**src/rtl/inverse_pkg.sv**
```systemverilog
// Shared types and width constants for the inverse datapath and its divider arbiter.
package inverse_pkg;

  localparam int DIV_NUM_REQ    = 4;
  localparam int DIV_DIVIDEND_W = 32;
  localparam int DIV_DIVISOR_W  = 32;
  localparam int DIV_QUOT_W     = 48;
  localparam int DIV_MAX_OUT    = 16;

  localparam int TAG_W = $clog2(DIV_NUM_REQ);
  localparam int CNT_W = $clog2(DIV_MAX_OUT) + 1;

  typedef enum logic {
    ARB_IDLE  = 1'b0,
    ARB_ISSUE = 1'b1
  } arb_state_e;

  // Tag width for an arbitrary lane count; never narrower than one bit.
  function automatic int tag_width(input int n);
    return (n > 1) ? $clog2(n) : 1;
  endfunction

endpackage

```
**src/rtl/inverse_tag_fifo.sv**
```systemverilog
// In-order requester-ID FIFO; head is visible combinationally so a pop can route in the same cycle.
module inverse_tag_fifo #(
  parameter int WIDTH = 2,
  parameter int DEPTH = 16
) (
  input  logic                       clk,
  input  logic                       rst_n,
  input  logic                       push,
  input  logic [WIDTH-1:0]           push_data,
  input  logic                       pop,
  output logic [WIDTH-1:0]           head,
  output logic [$clog2(DEPTH):0]     count,
  output logic                       full,
  output logic                       empty
);
  localparam int AW = $clog2(DEPTH);
  localparam int CW = AW + 1;

  logic [WIDTH-1:0] mem [DEPTH];
  logic [AW-1:0]    wr_ptr_q, wr_ptr_d;
  logic [AW-1:0]    rd_ptr_q, rd_ptr_d;
  logic [CW-1:0]    count_q, count_d;
  logic             do_push, do_pop;

  assign full    = (count_q == CW'(DEPTH));
  assign empty   = (count_q == '0);
  assign do_push = push & ~full;
  assign do_pop  = pop & ~empty;

  always_comb begin
    wr_ptr_d = wr_ptr_q;
    rd_ptr_d = rd_ptr_q;
    count_d  = count_q;
    if (do_push) wr_ptr_d = wr_ptr_q + AW'(1);
    if (do_pop)  rd_ptr_d = rd_ptr_q + AW'(1);
    // Simultaneous push and pop leave the occupancy unchanged.
    if (do_push && !do_pop)      count_d = count_q + CW'(1);
    else if (!do_push && do_pop) count_d = count_q - CW'(1);
  end

  always_ff @(posedge clk or negedge rst_n) begin
    if (!rst_n) begin
      wr_ptr_q <= '0;
      rd_ptr_q <= '0;
      count_q  <= '0;
    end else begin
      wr_ptr_q <= wr_ptr_d;
      rd_ptr_q <= rd_ptr_d;
      count_q  <= count_d;
    end
  end

  always_ff @(posedge clk) begin
    if (do_push) mem[wr_ptr_q] <= push_data;
  end

  assign head  = mem[rd_ptr_q];
  assign count = count_q;

endmodule

```
**src/rtl/inverse_div_arbiter.sv**
```systemverilog
// Round-robin sharing of one AXI-Stream divider among NUM_REQ lanes, with in-order result routing.
// Optional per-lane grant and stall counters are built when DIV_ARB_STATS_EN is defined.
module inverse_div_arbiter
  import inverse_pkg::*;
#(
  parameter int NUM_REQ         = DIV_NUM_REQ,
  parameter int DIVIDEND_WIDTH  = DIV_DIVIDEND_W,
  parameter int DIVISOR_WIDTH   = DIV_DIVISOR_W,
  parameter int QUOT_WIDTH      = DIV_QUOT_W,
  parameter int MAX_OUTSTANDING = DIV_MAX_OUT
) (
  input  logic                                clk,
  input  logic                                rst_n,
  input  logic [NUM_REQ-1:0]                  req_valid,
  output logic [NUM_REQ-1:0]                  req_ready,
  input  logic [NUM_REQ*DIVIDEND_WIDTH-1:0]   req_dividend,
  input  logic [NUM_REQ*DIVISOR_WIDTH-1:0]    req_divisor,
  output logic [NUM_REQ-1:0]                  rsp_valid,
  output logic [QUOT_WIDTH-1:0]               rsp_data,
  output logic [DIVIDEND_WIDTH-1:0]           m_axis_dividend_tdata,
  output logic                                m_axis_dividend_tvalid,
  input  logic                                m_axis_dividend_tready,
  output logic [DIVISOR_WIDTH-1:0]            m_axis_divisor_tdata,
  output logic                                m_axis_divisor_tvalid,
  input  logic                                m_axis_divisor_tready,
  input  logic [QUOT_WIDTH-1:0]               s_axis_dout_tdata,
  input  logic                                s_axis_dout_tvalid,
  output logic                                busy,
`ifdef DIV_ARB_STATS_EN
  output logic [NUM_REQ*16-1:0]               grant_cnt,
  output logic [31:0]                         stall_cnt,
`endif
  output logic                                err_orphan
);
  localparam int TW = tag_width(NUM_REQ);
  localparam int CW = $clog2(MAX_OUTSTANDING) + 1;

  arb_state_e                state_q, state_d;
  logic [TW-1:0]             rr_ptr_q, rr_ptr_d;
  logic                      run_q;
  logic [DIVIDEND_WIDTH-1:0] dividend_q, dividend_d, dividend_sel;
  logic [DIVISOR_WIDTH-1:0]  divisor_q, divisor_d, divisor_sel;
  logic                      dvd_valid_q, dvd_valid_d;
  logic                      dvs_valid_q, dvs_valid_d;
  logic [NUM_REQ-1:0]        rsp_valid_q, rsp_valid_d;
  logic [QUOT_WIDTH-1:0]     rsp_data_q, rsp_data_d;
  logic                      err_orphan_q, err_orphan_d;

  logic                      grant_found, grant;
  logic [TW-1:0]             grant_idx, sel;
  int                        idx;
  logic [TW-1:0]             fifo_head;
  logic [CW-1:0]             fifo_count;
  logic                      fifo_full, fifo_empty, fifo_pop;

  // First requesting lane at or above rr_ptr, wrapping around.
  always_comb begin
    grant_found = 1'b0;
    grant_idx   = '0;
    idx         = 0;
    sel         = '0;
    for (int k = 0; k < NUM_REQ; k++) begin
      idx = int'(rr_ptr_q) + k;
      if (idx >= NUM_REQ) idx = idx - NUM_REQ;
      sel = TW'(idx);
      if (!grant_found && req_valid[sel]) begin
        grant_found = 1'b1;
        grant_idx   = sel;
      end
    end
  end

  always_comb begin
    dividend_sel = '0;
    divisor_sel  = '0;
    for (int i = 0; i < NUM_REQ; i++) begin
      if (grant_idx == TW'(i)) begin
        dividend_sel = req_dividend[i*DIVIDEND_WIDTH +: DIVIDEND_WIDTH];
        divisor_sel  = req_divisor[i*DIVISOR_WIDTH +: DIVISOR_WIDTH];
      end
    end
  end

  // run_q keeps the combinational grant quiet while reset is asserted.
  assign grant     = run_q & (state_q == ARB_IDLE) & grant_found & ~fifo_full;
  assign req_ready = grant ? (NUM_REQ'(1) << grant_idx) : '0;
  assign fifo_pop  = s_axis_dout_tvalid & ~fifo_empty;

  always_comb begin
    state_d      = state_q;
    rr_ptr_d     = rr_ptr_q;
    dividend_d   = dividend_q;
    divisor_d    = divisor_q;
    dvd_valid_d  = dvd_valid_q;
    dvs_valid_d  = dvs_valid_q;
    rsp_valid_d  = '0;
    rsp_data_d   = rsp_data_q;
    err_orphan_d = err_orphan_q | (s_axis_dout_tvalid & fifo_empty);
    case (state_q)
      ARB_IDLE: begin
        if (grant) begin
          dividend_d  = dividend_sel;
          divisor_d   = divisor_sel;
          dvd_valid_d = 1'b1;
          dvs_valid_d = 1'b1;
          rr_ptr_d    = (grant_idx == TW'(NUM_REQ - 1)) ? '0 : grant_idx + TW'(1);
          state_d     = ARB_ISSUE;
        end
      end
      ARB_ISSUE: begin
        // The two channels complete independently; leave only when both are done.
        if (m_axis_dividend_tready) dvd_valid_d = 1'b0;
        if (m_axis_divisor_tready)  dvs_valid_d = 1'b0;
        if (!dvd_valid_d && !dvs_valid_d) state_d = ARB_IDLE;
      end
      default: state_d = ARB_IDLE;
    endcase
    if (fifo_pop) begin
      rsp_valid_d = NUM_REQ'(1) << fifo_head;
      rsp_data_d  = s_axis_dout_tdata;
    end
  end

  always_ff @(posedge clk or negedge rst_n) begin
    if (!rst_n) begin
      state_q      <= ARB_IDLE;
      rr_ptr_q     <= '0;
      run_q        <= 1'b0;
      dividend_q   <= '0;
      divisor_q    <= '0;
      dvd_valid_q  <= 1'b0;
      dvs_valid_q  <= 1'b0;
      rsp_valid_q  <= '0;
      rsp_data_q   <= '0;
      err_orphan_q <= 1'b0;
    end else begin
      state_q      <= state_d;
      rr_ptr_q     <= rr_ptr_d;
      run_q        <= 1'b1;
      dividend_q   <= dividend_d;
      divisor_q    <= divisor_d;
      dvd_valid_q  <= dvd_valid_d;
      dvs_valid_q  <= dvs_valid_d;
      rsp_valid_q  <= rsp_valid_d;
      rsp_data_q   <= rsp_data_d;
      err_orphan_q <= err_orphan_d;
    end
  end

  inverse_tag_fifo #(
    .WIDTH (TW),
    .DEPTH (MAX_OUTSTANDING)
  ) u_tag_fifo (
    .clk       (clk),
    .rst_n     (rst_n),
    .push      (grant),
    .push_data (grant_idx),
    .pop       (fifo_pop),
    .head      (fifo_head),
    .count     (fifo_count),
    .full      (fifo_full),
    .empty     (fifo_empty)
  );

  assign m_axis_dividend_tdata  = dividend_q;
  assign m_axis_dividend_tvalid = dvd_valid_q;
  assign m_axis_divisor_tdata   = divisor_q;
  assign m_axis_divisor_tvalid  = dvs_valid_q;
  assign rsp_valid              = rsp_valid_q;
  assign rsp_data               = rsp_data_q;
  assign err_orphan             = err_orphan_q;
  assign busy                   = (state_q != ARB_IDLE) | (fifo_count != '0);

`ifdef DIV_ARB_STATS_EN
  for (genvar gi = 0; gi < NUM_REQ; gi++) begin : g_grant_cnt
    logic [15:0] cnt_q, cnt_d;
    assign cnt_d = (req_ready[gi] && cnt_q != 16'hFFFF) ? cnt_q + 16'd1 : cnt_q;
    always_ff @(posedge clk or negedge rst_n) begin
      if (!rst_n) cnt_q <= '0;
      else        cnt_q <= cnt_d;
    end
    assign grant_cnt[gi*16 +: 16] = cnt_q;
  end

  logic [31:0] stall_cnt_q, stall_cnt_d;
  assign stall_cnt_d = (|req_valid && fifo_full && stall_cnt_q != 32'hFFFF_FFFF) ?
                       stall_cnt_q + 32'd1 : stall_cnt_q;
  always_ff @(posedge clk or negedge rst_n) begin
    if (!rst_n) stall_cnt_q <= '0;
    else        stall_cnt_q <= stall_cnt_d;
  end
  assign stall_cnt = stall_cnt_q;
`endif

endmodule

```
**config.mk**
```make
export PLATFORM = sky130hd
export DESIGN_NAME = inverse_div_arbiter
export DESIGN_NICKNAME = d
export VERILOG_FILES = /design/src/rtl/inverse_pkg.sv /design/src/rtl/inverse_tag_fifo.sv /design/src/rtl/inverse_div_arbiter.sv
export SDC_FILE = /design/constraint.sdc
export NUM_CORES = 1
export LEC_CHECK = 0
export CAP_MARGIN = 5
export CORE_AREA = 3 3 170 172
export CTS_CLUSTER_SIZE = 28
export DETAILED_ROUTE_END_ITERATION = 12
export DIE_AREA = 0 0 173 175
export PLACE_DENSITY = 0.76
export SLEW_MARGIN = 20
export SYNTH_ARGS = -nofsm -noshare
export SYNTH_HDL_FRONTEND = slang
export SYNTH_SLANG_ARGS = --single-unit
```
**constraint.sdc**
```tcl
create_clock -name clk -period 3.4 [get_ports clk]
set_input_delay 0.34 -clock clk [delete_from_list [all_inputs] [get_ports clk]]
set_output_delay 0.34 -clock clk [all_outputs]
set_load 0.05 [all_outputs]
```
## Word level (Yosys, flattened, before mapping)

Memories as Yosys holds them, arrays and structs flattened.
Index checks and enable logic that the tools add are counted.

| word-level totals | value |
|---|---|
| flip-flop bits (word level) | 136 |
| memory bits (writable) | 32 |
| input port bits | 313 |
| output and inout port bits | 124 |
| memories | 1 |

| cells by class | value |
|---|---|
| add/subtract/negate cells | 12 |
| $lt $le $gt $ge | 8 |
| equality and inequality tests | 5 |
| shift-type cells | 2 |
| mux-type cells | 45 |
| bitwise gates (word level) | 12 |
| reduce and logical (&&, ||, !) cells | 18 |

Memories:

| name | words | bits a word | read ports | clocked after Yosys merged registers in | write ports | line | text |
|---|---|---|---|---|---|---|---|
| u_tag_fifo.mem | 16 | 2 | 1 | 0 | 1 | inverse_tag_fifo.sv:19 | `logic [WIDTH-1:0] mem [DEPTH];` |

Operators with widths:

| operator | number |
|---|---|
| 32-bit 2-to-1 mux | 8 |
| 2-bit 2-to-1 mux | 9 |
| 1-bit 2-to-1 mux | 17 |
| 2-bit by 3-bit < comparator with 1-bit output (second input constant) | 4 |
| 5-bit 2-to-1 mux | 2 |
| 3-bit greater-or-equal comparator (second input constant) | 3 |
| 4-bit by 1-bit adder with 4-bit output (second input constant) | 2 |
| 1-bit binary-select mux with 2-bit select | 4 |
| 4-bit 2-to-1 mux | 2 |
| 1-bit by 2-bit << shifter with 4-bit output (first input constant) | 2 |
| 2-bit by 1-bit subtractor with 2-bit output (second input constant) | 4 |
| 1-bit AND | 7 |
| 1-bit zero test | 7 |
| 2-bit by 2-bit adder with 3-bit output (second input constant) | 2 |
| 1-bit logical AND | 6 |
| 1-bit case mux with 2 select lines | 3 |
| 5-bit by 1-bit adder with 5-bit output (second input constant) | 1 |
| 5-bit equality test (second input constant) | 1 |
| 5-bit zero test | 1 |
| 5-bit nonzero test | 1 |
| 5-bit by 1-bit subtractor with 5-bit output (second input constant) | 1 |
| 2-bit equality test (second input constant) | 2 |
| 2-bit by 1-bit adder with 3-bit output (second input constant) | 1 |
| 2-bit by 3-bit greater-or-equal comparator with 1-bit output (second input constant) | 1 |
| other kinds (8) | 11 |

## Depth between registers and ports, before layout

| depth | value |
|---|---|
| depth after elaboration | 21 |
| mapped depth | 11 |

## Cells and area by module

Synthesis repeated with hierarchy kept, for this count alone.

| unflattened totals | value |
|---|---|
| cell total of the unflattened synthesis | 814 |
| area total of the unflattened synthesis | 8,809.7 um^2 |

By module, submodules not included:

| module | instances | cells each | area an instance (um^2) |
|---|---|---|---|
| inverse_div_arbiter | 1 | 666 | 6,739.0 |
| inverse_tag_fifo | 1 | 148 | 2,070.7 |

## Worst setup path before layout

Ideal clock, no wire load.

| timing | value |
|---|---|
| kind | reg-to-output |
| from | register rr_ptr_q[1] |
| to | output port req_ready[3] |
| arrival | 3.112 ns |
| path slack | -0.052 ns |
| cell stages (with the launch flop) | 9 |
| path buffers | 3 |
| path through | dfrtp_1 mux2i_1 nor2_1 nor3_1 ha_1 clkbuf_1 clkbuf_1 clkbuf_1 and2_1 |

RTL lines:

| what | line | text |
|---|---|---|
| start, declared | inverse_div_arbiter.sv:39 | `logic [TW-1:0] rr_ptr_q, rr_ptr_d;` |
| start signal, assigned | inverse_div_arbiter.sv:138 | `rr_ptr_q <= rr_ptr_d;` |
| branches (longest 13 deep; another with 2-bit by 1-bit adder with 3-bit output) | -- |  |
| 2-bit 2-to-1 mux * | inverse_div_arbiter.sv:66 | `if (!grant_found && req_valid[sel]) begin` |
| net grant_idx[0] | inverse_div_arbiter.sv:50 | `logic [TW-1:0] grant_idx, sel;` |
| 1-bit by 2-bit << shifter with 4-bit output * | inverse_div_arbiter.sv:86 | `assign req_ready = grant ? (NUM_REQ'(1) << grant_idx) : '0;` |
| 4-bit 2-to-1 mux * | inverse_div_arbiter.sv:86 |  |
| end, declared | inverse_div_arbiter.sv:15 | `output logic [NUM_REQ-1:0] req_ready,` |

Mark *: on every way through the listed nets, which the timed path passes. The select of a mux whose other input is x is not followed.

## Final worst setup path

| timing | value |
|---|---|
| from | register rr_ptr_q[1] |
| to | output port req_ready[1] |

Same word-level chain as after synthesis.

==> summary.txt <==
Placed design
  – IO buf count: 436
  – Routability Congestion: 0.825
  – Inst Count DP: 1582
  – Dpl hpwl: 23600 um

Route
  – Final antenna-violating net count: 0
  – DR pass1 iterations: 4
  – DR iter-0 viols: 433
  – Final WL: 31000 um
  – Vias/cell: 5.01
  – DRC: 0
  – Wire length per cell: 19.2 um
  – Via total after detailed routing: 8113

Layout
  – Fin util: 52.6%
  – Non-Filler Instances: 1618
  – Most frequent cells in the layout: 431 x clkdlybuf4s50_1, 136 x dfrtp_1, 128 x nor2b_1
  – Share of post-route cells with drive strength above 1: 9.54%
  – Fin nets: 1551
  – Most common cell after layout, fill and taps aside: clkdlybuf4s50_1
  – Area Overhead vs Synth: 63.2%
  – Fill cells: 2479

Clock tree
  – Reg clk slew, reported paths: 0.07 ns
  – Clock sink count: 168
  – Setup Buffers After CTS: 0
  – CTS H-Tree Depth: 4
  – Root Buffer Master: clkbuf_16
  – PostCTS Resize Cnt: 0
  – Clk buf depth: 2
  – TritonCTS clock tree: yes
  – CTS buffer count: 17
  – Post-cts hold buffer count: 1
  – Clk Latency, worst-skew pair: 0.43 ns

Setup path
  – Reg2Reg Depth: 10
  – Crit-path max FO: 52
  – Setup crit start: rr_ptr_q[1]
  – R2R Path Start: rr_ptr_q[1]
  – Endpoint kind of the worst setup timing path: output port
  – Worst EP required: 3.06 ns
  – Setup Crit Path Kind: reg -> out
  – Worst setup SP type: register
  – Worst Path Arrival: 2.84 ns
  – Worst setup endpoint: req_ready[1]
  – R2R Path End: m_axis_divisor_tdata[31]
  – Reg2Reg Setup Slack: 0.46 ns

Global route
  – Vias in the first global route: 8360
  – GRT Util Overall: 20.0%
  – Initial antenna violation count: 4
  – Largest net degree at the start of global routing: 146
  – First-pass GRT wire length: 47500 um
  – Overflow after GRT: 0

Timing
  – RSZ-0062 raised after global routing: no
  – Setup TNS: 0 ns
  – F_max: 315 MHz
  – Hold_ws: 0.489 ns
  – Setup violators final: 0
  – Relative slew slack: 47.5%
  – Final setup skew: 0.0203 ns
  – Fin. max-slew vios: 0
  – Endpoints failing hold: 0
  – Post-route minimum period: 3.18 ns
  – Final Cycle Share: 93.4%
  – Worst-margin pin slew: 0.787 ns

Logic synthesis
  – Post-Syn Instances: 810
  – Syn_area_per_cell: 11.0 um^2
  – Post-Syn Nets: 1137
  – YS warnings: 0
  – Post-synth EDFFs: 32
  – Netlist cell types: 42
  – Async SR Flop Fraction: 81.0%
  – Flops & latches, synth: 168
  – Register area share after synthesis: 49.0%
  – Post-Syn Area: 0.00890 mm^2
  – Top_reg_cell synth: dfrtp_1

Floorplanning
  – Num ports: 437
  – Die area: 0.0303 mm^2
  – Die Wd: 173 um
  – Initial cell density of the core: 32.2%
  – # rows: 61
  – Vert. Die Dim: 175 um
  – Core area: 0.0276 mm^2

Power
  – Power per cell area: 862 mW/mm^2
  – Leak Pwr: 5.40 nW
  – VDD IR max: 0.365 mV

Worst hold path
  – Tightest Hold Check Type: reg -> reg

Job
  – Max cap viols: 0

Outcome
  – Status: completed
## registers in the layout, summed over array words and instances, names as in the netlist, 2 cells and up
name and flops:
rr_ptr_q 2, m_axis_dividend_tdata 32, u_tag_fifo.count 5, u_tag_fifo.mem 32, m_axis_divisor_tdata 32, u_tag_fifo.rd_ptr_q 4, rsp_valid 4, u_tag_fifo.wr_ptr_q 4
rsp_data 48
## critical path, stage by stage, from the launching register on
cell and delay [ns]:
dfrtp_1 0.46, a21oi_1 0.12, o21a_1 0.19, o22a_1 0.32, inv_1 0.16, ha_4 0.57, buf_4 0.26, and2_1 0.17
buf_12 0.14
## metrics by stage
stage	power [mW]	setup WS, ns	cell area [um^2]
after floorplan	7.73	0.326	8900
after global placement	10.3	0.0779	13900
after detailed placement	10.4	0.00473	13900
after CTS	12.7	0.182	14500
after global routing	13.2	0.0262	14500
final	12.5	0.223	14500
## kinds of logic after synthesis
group	Yosys count	share of synthesized area (%)
other	1	0.0421
adders and majority gates	14	2.05
and+or+nand+nor	251	14.8
muxes	65	9.17
DFF	168	49.0
buffers and inverters	87	4.32
xor gates and xnor gates	10	0.984
AOI/OAI and AO/OA	214	19.6
## final cells by class
type                    count  area, um^2  area share [%]
repair buffers            473        4770            32.9
flip-flops and latches    168        4360            30.0
multi-input cells         555        4220            29.0
well taps                 378         473            3.26
clock buffers              19         454            3.13
clock inverters            13         205            1.41
inverters                   9        33.8           0.233
diodes                      3        7.51          0.0517
## synth_stat cells, drive strengths merged (5+ instances only)
library cell | count | share of area (%)
a21oi | 7 | 0.39
a221oi | 64 | 6.3
buf | 18 | 1.4
clkbuf | 60 | 2.5
dfrtp | 136 | 38
edfxtp | 32 | 11
ha | 13 | 1.8
inv | 9 | 0.38
mux2 | 52 | 6.6
mux2i | 5 | 0.56
mux4 | 8 | 2.0
nand2 | 73 | 3.1
nor2 | 23 | 0.97
nor2b | 128 | 9.0
nor3 | 9 | 0.51
o21a | 65 | 5.5
o311ai | 64 | 6.3
xnor2 | 7 | 0.69
## per-layer routing
layer  vias up  GRT usage, %  share of wire, %
met5         -             0             0.055
met2       315          35.2                51
li1       3842             -                 -
met1      3915          23.2                40
met4         4          5.51               1.9
met3        37          6.84               7.6
## power breakdown
group          internal [mW]  switching [mW]
Clock                   1.30           0.901
Combinational           2.85            4.17
Sequential              2.79           0.525
## how the worst min path moves through the flow
stage | start | endpoint | slack [ns] | cells past startpoint
global placement | rst_n | rsp_data[38] | 0.45 | 1
global route | s_axis_dout_tdata[35] | rsp_data[35] | 0.49 | 2
finish | rsp_data[25] | rsp_data[25] | 0.49 | 1
CTS | s_axis_dout_tdata[32] | rsp_data[32] | 0.48 | 2
detailed placement | rst_n | rsp_data[38] | 0.45 | 1
floorplan | rst_n | err_orphan | 0.04 | 0
Note: power is estimated with default switching activity, not from simulation.
